===== src/rtl/cpu_isa_pkg.sv =====
// Shared ISA constants for the fetch/decode path: opcode and function fields,
// next-PC source encodings and the control-transfer classification.
package cpu_isa_pkg;

    localparam logic [5:0] OP_SPECIAL = 6'b000000;
    localparam logic [5:0] OP_J       = 6'b000010;
    localparam logic [5:0] OP_JAL     = 6'b000011;
    localparam logic [5:0] OP_BEQ     = 6'b000100;
    localparam logic [5:0] OP_BNE     = 6'b000101;
    localparam logic [5:0] OP_COP0    = 6'b010000;

    localparam logic [5:0] FN_JR      = 6'b001000;
    localparam logic [5:0] FN_ERET    = 6'b011000;

    localparam logic [1:0] PCS_SEQ    = 2'b00;
    localparam logic [1:0] PCS_BR     = 2'b01;
    localparam logic [1:0] PCS_JR     = 2'b10;
    localparam logic [1:0] PCS_JMP    = 2'b11;

    typedef enum logic [2:0] {
        XK_NONE = 3'd0,
        XK_BR   = 3'd1,
        XK_JR   = 3'd2,
        XK_JMP  = 3'd3,
        XK_ERET = 3'd4
    } xfer_kind_e;

endpackage


===== src/rtl/ctrl_xfer_decode.sv =====
// Combinational classifier for the instruction in ID: reports which kind of
// control transfer it is and whether it is taken. Holds no state.
module ctrl_xfer_decode
    import cpu_isa_pkg::*;
(
    input  logic       id_valid,
    input  logic [5:0] op,
    input  logic [5:0] func,
    input  logic       rsrtequ,
    output logic       taken,
    output xfer_kind_e kind
);

    // Decode opcode/function and resolve branch condition for live instructions only
    always_comb begin
        taken = 1'b0;
        kind  = XK_NONE;
        if (id_valid) begin
            case (op)
                OP_J, OP_JAL: begin
                    taken = 1'b1;
                    kind  = XK_JMP;
                end
                OP_BEQ: begin
                    taken = rsrtequ;
                    kind  = XK_BR;
                end
                OP_BNE: begin
                    taken = ~rsrtequ;
                    kind  = XK_BR;
                end
                OP_SPECIAL: begin
                    if (func == FN_JR) begin
                        taken = 1'b1;
                        kind  = XK_JR;
                    end else begin
                        taken = 1'b0;
                        kind  = XK_NONE;
                    end
                end
                OP_COP0: begin
                    if (func == FN_ERET) begin
                        taken = 1'b1;
                        kind  = XK_ERET;
                    end else begin
                        taken = 1'b0;
                        kind  = XK_NONE;
                    end
                end
                default: begin
                    taken = 1'b0;
                    kind  = XK_NONE;
                end
            endcase
        end else begin
            taken = 1'b0;
            kind  = XK_NONE;
        end
    end

endmodule


===== src/rtl/pc_ctrl_unit.sv =====
// Fetch-stage PC register and next-PC selection. Resolves ID-stage jumps and
// branches, exception entry/return with EPC, stall hold, IF flush and a
// saturating count of accepted redirects.
module pc_ctrl_unit
    import cpu_isa_pkg::*;
#(
    parameter int          AW       = 32,
    parameter logic [31:0] RESET_PC = 32'h0000_0000,
    parameter logic [31:0] EXC_VEC  = 32'h0000_0008,
    parameter int          CNT_W    = 16
) (
    input  logic             clock,
    input  logic             reset,
    input  logic             stall,
    input  logic             id_valid,
    input  logic [31:0]      id_inst,
    input  logic [AW-1:0]    id_pc,
    input  logic             rsrtequ,
    input  logic [AW-1:0]    rs_data,
    input  logic             exc_req,
    input  logic [AW-1:0]    exc_pc,
    output logic [AW-1:0]    pc,
    output logic [1:0]       pcsource,
    output logic             flush,
    output logic             exc_ack,
    output logic             in_exc,
    output logic [AW-1:0]    epc,
    output logic [CNT_W-1:0] redirect_cnt
);

    localparam logic [AW-1:0] RESET_PC_L = RESET_PC[AW-1:0];
    localparam logic [AW-1:0] EXC_VEC_L  = EXC_VEC[AW-1:0];
    // Keeps the region bits above the 28-bit jump field (none when AW is 28)
    localparam logic [AW-1:0] HI_MASK    = ~AW'({28{1'b1}});

    logic [AW-1:0]    pc_r;
    logic [AW-1:0]    epc_r;
    logic             in_exc_r;
    logic [CNT_W-1:0] redirect_cnt_r;

    logic [AW-1:0]    seq_s;
    logic [AW-1:0]    id_pc4_s;
    logic [AW-1:0]    br_s;
    logic [AW-1:0]    jmp_s;
    logic [AW-1:0]    next_pc_s;
    logic [1:0]       pcsource_s;
    logic             flush_s;
    logic             exc_ack_s;
    logic             exc_take_s;
    logic             redirect_s;
    logic             eret_s;
    logic             taken_s;
    xfer_kind_e       kind_s;

    ctrl_xfer_decode u_decode (
        .id_valid (id_valid),
        .op       (id_inst[31:26]),
        .func     (id_inst[5:0]),
        .rsrtequ  (rsrtequ),
        .taken    (taken_s),
        .kind     (kind_s)
    );

    // Candidate targets; all arithmetic wraps at AW bits
    assign seq_s      = pc_r + AW'(32'd4);
    assign id_pc4_s   = id_pc + AW'(32'd4);
    assign br_s       = id_pc4_s + AW'({{14{id_inst[15]}}, id_inst[15:0], 2'b00});
    assign jmp_s      = (id_pc4_s & HI_MASK) | AW'({id_inst[25:0], 2'b00});
    // A pending exception is masked while the handler runs
    assign exc_take_s = exc_req & ~in_exc_r;

    // Next-PC priority: reset, exception, stall hold, ID redirect, sequential
    always_comb begin
        next_pc_s  = seq_s;
        pcsource_s = PCS_SEQ;
        flush_s    = 1'b0;
        exc_ack_s  = 1'b0;
        redirect_s = 1'b0;
        eret_s     = 1'b0;
        if (reset) begin
            next_pc_s = RESET_PC_L;
        end else if (exc_take_s) begin
            next_pc_s = EXC_VEC_L;
            flush_s   = 1'b1;
            exc_ack_s = 1'b1;
        end else if (stall) begin
            next_pc_s = pc_r;
        end else if (taken_s) begin
            flush_s    = 1'b1;
            redirect_s = 1'b1;
            case (kind_s)
                XK_BR: begin
                    next_pc_s  = br_s;
                    pcsource_s = PCS_BR;
                end
                XK_JR: begin
                    next_pc_s  = rs_data;
                    pcsource_s = PCS_JR;
                end
                XK_JMP: begin
                    next_pc_s  = jmp_s;
                    pcsource_s = PCS_JMP;
                end
                XK_ERET: begin
                    next_pc_s = epc_r;
                    eret_s    = 1'b1;
                end
                default: begin
                    next_pc_s  = seq_s;
                    flush_s    = 1'b0;
                    redirect_s = 1'b0;
                end
            endcase
        end else begin
            next_pc_s = seq_s;
        end
    end

    // PC, exception context and redirect counter registers
    always_ff @(posedge clock) begin
        if (reset) begin
            pc_r           <= RESET_PC_L;
            epc_r          <= '0;
            in_exc_r       <= 1'b0;
            redirect_cnt_r <= '0;
        end else begin
            pc_r <= next_pc_s;
            if (exc_take_s) begin
                epc_r    <= exc_pc;
                in_exc_r <= 1'b1;
            end else if (eret_s) begin
                in_exc_r <= 1'b0;
            end else begin
                in_exc_r <= in_exc_r;
            end
            if (redirect_s && (redirect_cnt_r != {CNT_W{1'b1}})) begin
                redirect_cnt_r <= redirect_cnt_r + CNT_W'(1'b1);
            end else begin
                redirect_cnt_r <= redirect_cnt_r;
            end
        end
    end

    assign pc           = pc_r;
    assign epc          = epc_r;
    assign in_exc       = in_exc_r;
    assign redirect_cnt = redirect_cnt_r;
    assign pcsource     = pcsource_s;
    assign flush        = flush_s;
    assign exc_ack      = exc_ack_s;

endmodule


===== config.mk =====
export PLATFORM = sky130hd
export DESIGN_NAME = pc_ctrl_unit
export DESIGN_NICKNAME = d
export VERILOG_FILES = /design/src/rtl/cpu_isa_pkg.sv /design/src/rtl/ctrl_xfer_decode.sv /design/src/rtl/pc_ctrl_unit.sv
export SDC_FILE = /design/constraint.sdc
export NUM_CORES = 1
export LEC_CHECK = 0
export CAP_MARGIN = 0
export CORE_ASPECT_RATIO = 1.2
export CORE_UTILIZATION = 52
export CTS_BUF_LIST = sky130_fd_sc_hd__clkbuf_8
export DETAILED_ROUTE_END_ITERATION = 8
export PLACE_DENSITY_LB_ADDON = 0.15
export RECOVER_POWER = 25
export SYNTH_ARGS = -nofsm -noshare
export SYNTH_HDL_FRONTEND = slang
export SYNTH_SLANG_ARGS = --single-unit

===== constraint.sdc =====
create_clock -name clock -period 7.1 [get_ports clock]
set_input_delay 0.71 -clock clock [delete_from_list [all_inputs] [get_ports clock]]
set_output_delay 0.71 -clock clock [all_outputs]
set_load 0.005 [all_outputs]

==> results.json <==
{
  "placeableCoreArea_mm2": 0.0122,
  "power_density_mw_per_mm2": 133,
  "timing.final.crit_share": 0.728,
  "finalCriticalPeriod_ns": 5.17,
  "clk-insertion-delay-late_ns": 0.38,
  "drt_first_pass_iters": 5,
  "setup_tns_ns": 0,
  "synth.avg_cell_area_um2": 7.39,
  "post-synth-top-area-cell": "dfxtp_1",
  "reg2regPathDepth": 8,
  "clock-skew-final_ns": 0.00996,
  "synth.yosys.warnings": 0,
  "routed_wire_length_per_instance_um": 18.4,
  "count_of_h_tree_levels_built_during_cts": 3,
  "peakVddDrop_mv": 0.104,
  "grt_pass1_vias": 7166,
  "drv_slew": 0,
  "io_pins": 219,
  "dr_total_vias": 7640,
  "startpoint_type": "input pin",
  "async_reset_ff_frac": 0,
  "synth_ff_type": "dfxtp_1",
  "detail_route.drc_violations": 0,
  "cts_root_buffer": "clkbuf_8",
  "dp.cells": 1223,
  "worst_hold_path.endpoint": "redirect_cnt[1]",
  "grt_antenna_before_repair": 0,
  "hold_path_class": "reg -> reg",
  "port-buffer-count": 218,
  "power_frac_comb": 0.292,
  "r2r-start": "pc[3]",
  "synth_cell_type_count": 62,
  "cts_tree": "built",
  "routed_wl_um": 22800,
  "yosysTopAreaCellShare": 0.249,
  "timing_worst_setup_path_type": "in -> out",
  "internal_power_mw": 0.818,
  "maxSlewHeadroom": 0.340,
  "power.share.sequential": 0.401,
  "clockBufferDepth": 2,
  "synth_edf_count": 0,
  "finish.cell_count_without_fillers": 1239,
  "vias_per_cell": 6.17,
  "reg_to_reg_end": "pc[29]",
  "postCtsHoldBufs": 0,
  "cts_buffers": 9,
  "initial_standard_cell_utilization_of_the_core": 0.535,
  "timing.max_cap.violations": 0,
  "num-nets-final": 1245,
  "insertedDiodeCount": 0,
  "place_congestion": 1.05,
  "yosysSeqAreaShare": 0.249,
  "first_iter_violations": 597,
  "cts.sinks": 81,
  "status": "finished clean",
  "fmax_mhz": 193,
  "floorplan.die.height_um": 125,
  "overflow": 0,
  "drive_gt1_frac": 0.0390,
  "grt_start_max_net_pins": 48,
  "finalSetupViolCount": 0,
  "place_hpwl_um": 17500,
  "total_standard_cell_area_after_synthesis_mm2": 0.00651,
  "switchingPower_mw": 0.381,
  "p_clk_frac": 0.307,
  "grt_setup_unrepaired": "no",
  "netlist_instances": 880,
  "grt_usage": 0.351,
  "postSynthRegisterBits": 81,
  "hold_viol_final": 0,
  "leakage_nw": 3.42,
  "ant_nets": 0,
  "synth.area.top_cells": "dfxtp_1 (25%), a21oi_1 (7.3%), ha_1 (7.1%)",
  "critPathArrivalTime_ns": 4.46,
  "cts_setup_buffers": 0,
  "power_switching_share": 0.318,
  "flow.area_growth_from_synthesis_pct": 38.8,
  "std_cell_rows": 44,
  "cts_resized": 0,
  "crit_path_end_kind": "primary output",
  "worst_max_slew_pin_slew_ns": 0.987,
  "origin_of_the_worst_min_delay_path": "redirect_cnt[1]",
  "setup.reg_to_reg.worst_slack_ns": 4.41,
  "critPathRequiredTime_ns": 6.39,
  "crit_path_max_fanout": 23,
  "die_outline_width_um": 104,
  "first_pass_grt_wire_length_um": 36600,
  "worst_hold_path_depth": 2,
  "cts.reportedPaths.clkPinSlew_ns": 0.09,
  "syn_nets": 1052,
  "floorplan.die_area_mm2": 0.0130
}
-- area by class of cell --
type | instances | area, um^2
Clock inverter | 6 | 66.3
Inverter | 13 | 48.8
Multi-Input combinational cell | 736 | 4670
Clock buffer | 10 | 138
Timing Repair Buffer | 232 | 2290
Sequential cell | 81 | 1620
Tap cell | 161 | 201
Fill cell | 986 | 3130
-- power by group through the flow --
| stage | Sequential (mW) | Clock, mW | Combinational, mW |
|---|---|---|---|
| after detailed placement | 0.491 | 0 | 0.346 |
| after floorplan | 0.488 | 0 | 0.183 |
| after global placement | 0.491 | 0 | 0.344 |
| after CTS | 0.480 | 0.369 | 0.348 |
| after global routing | 0.482 | 0.390 | 0.380 |
| final | 0.480 | 0.368 | 0.351 |
-- critical path, stage by stage --
cell             delay [ns]
clkdlybuf4s50_1        0.50
or3b_1                 0.47
or3_1                  0.77
a221oi_2               0.45
o21a_2                 0.41
nand2b_1               0.30
a21oi_1                0.28
clkdlybuf4s50_1        0.56
-- synthesized netlist by cell type (all sizes together) (3+ instances only) --
cell type and number:
a21o 18, and3 17, buf 7, nand2 105
a22o 35, a31oi 22, nand2b 14, a211oi 11
nand4 26, nand3 39, inv 13, o21bai 5
nand3b 3, o21ai 49, o22ai 4, a22oi 7
a21oi 95, dfxtp 81, a211o 3, nor3 19
nor4 7, a221oi 11, and2 6, o211ai 5
clkbuf 43, nor2 67, ha 37, xnor2 52
and4 8, xor2 16, or3 10, nor2b 8
-- how the worst max path moves through the flow --
stage,startpoint,to,slack (ns),cells after the start
finish,id_inst[30],flush,1.93,8
global route,id_inst[30],flush,1.81,8
CTS,id_inst[30],flush,2.01,8
detailed placement,id_inst[30],flush,2.01,8
global placement,id_inst[30],flush,2.08,8
floorplan,id_pc[5],pc[31],3.14,14
-- per-stage QoR --
step | hold slack [ns] | utilization | setup slack [ns] | instance area [um^2] | power [mW]
after floorplan | 0.481 | - | 3.14 | 6510 | 0.670
final | 0.500 | 0.742 | 1.93 | 9030 | 1.20
after detailed placement | 0.489 | 0.726 | 2.01 | 8830 | 0.837
after global routing | 0.524 | 0.742 | 1.81 | 9030 | 1.25
after CTS | 0.503 | 0.742 | 2.01 | 9030 | 1.20
after global placement | 0.486 | 0.726 | 2.08 | 8830 | 0.834
-- cell families after synthesis --
| group | after synthesis | share of synthesized area |
|---|---|---|
| AND/OR/NAND/NOR | 337 | 0.253 |
| AO/OA/AOI/OAI | 291 | 0.292 |
| flip-flops | 81 | 0.249 |
| XOR/XNOR | 68 | 0.0915 |
| buffers and inverters | 63 | 0.0369 |
| adder cells (fa/ha/maj) | 38 | 0.0742 |
| multiplexers | 2 | 0.00308 |
-- sequential cells by signal, indices dropped and copies added, names as in the netlist, named ones only --
signal / count
pc: 30
epc: 32
in_exc: 1
redirect_cnt: 16
-- placed cells by master, fill, tap and decap left out, drive strengths merged, types with 6 or more instances in the layout --
master         count
clkdlybuf4s50    177
nand2            105
a21oi             95
dfxtp             81
nor2              67
xnor2             52
o21ai             49
dlygate4sd3       41
nand3             39
ha                37
a22o              35
nand4             26
a31oi             22
nor3              19
a21o              18
and3              17
xor2              16
nand2b            14
buf               14
inv               14
a211oi            11
a221oi            11
or3               10
clkbuf            10
and4               8
nor2b              8
nor4               7
a22oi              7
and2               6
-- per-layer routing --
metal | part of all wire | GRT usage | up-vias
met2 | 0.47 | 0.574 | 393
li1 | - | - | 3657
met5 | 0 | 0 | -
met3 | 0.076 | 0.0539 | 42
met4 | 0.030 | 0.131 | 0
met1 | 0.43 | 0.466 | 3548
(Power assumes the default switching activity.)
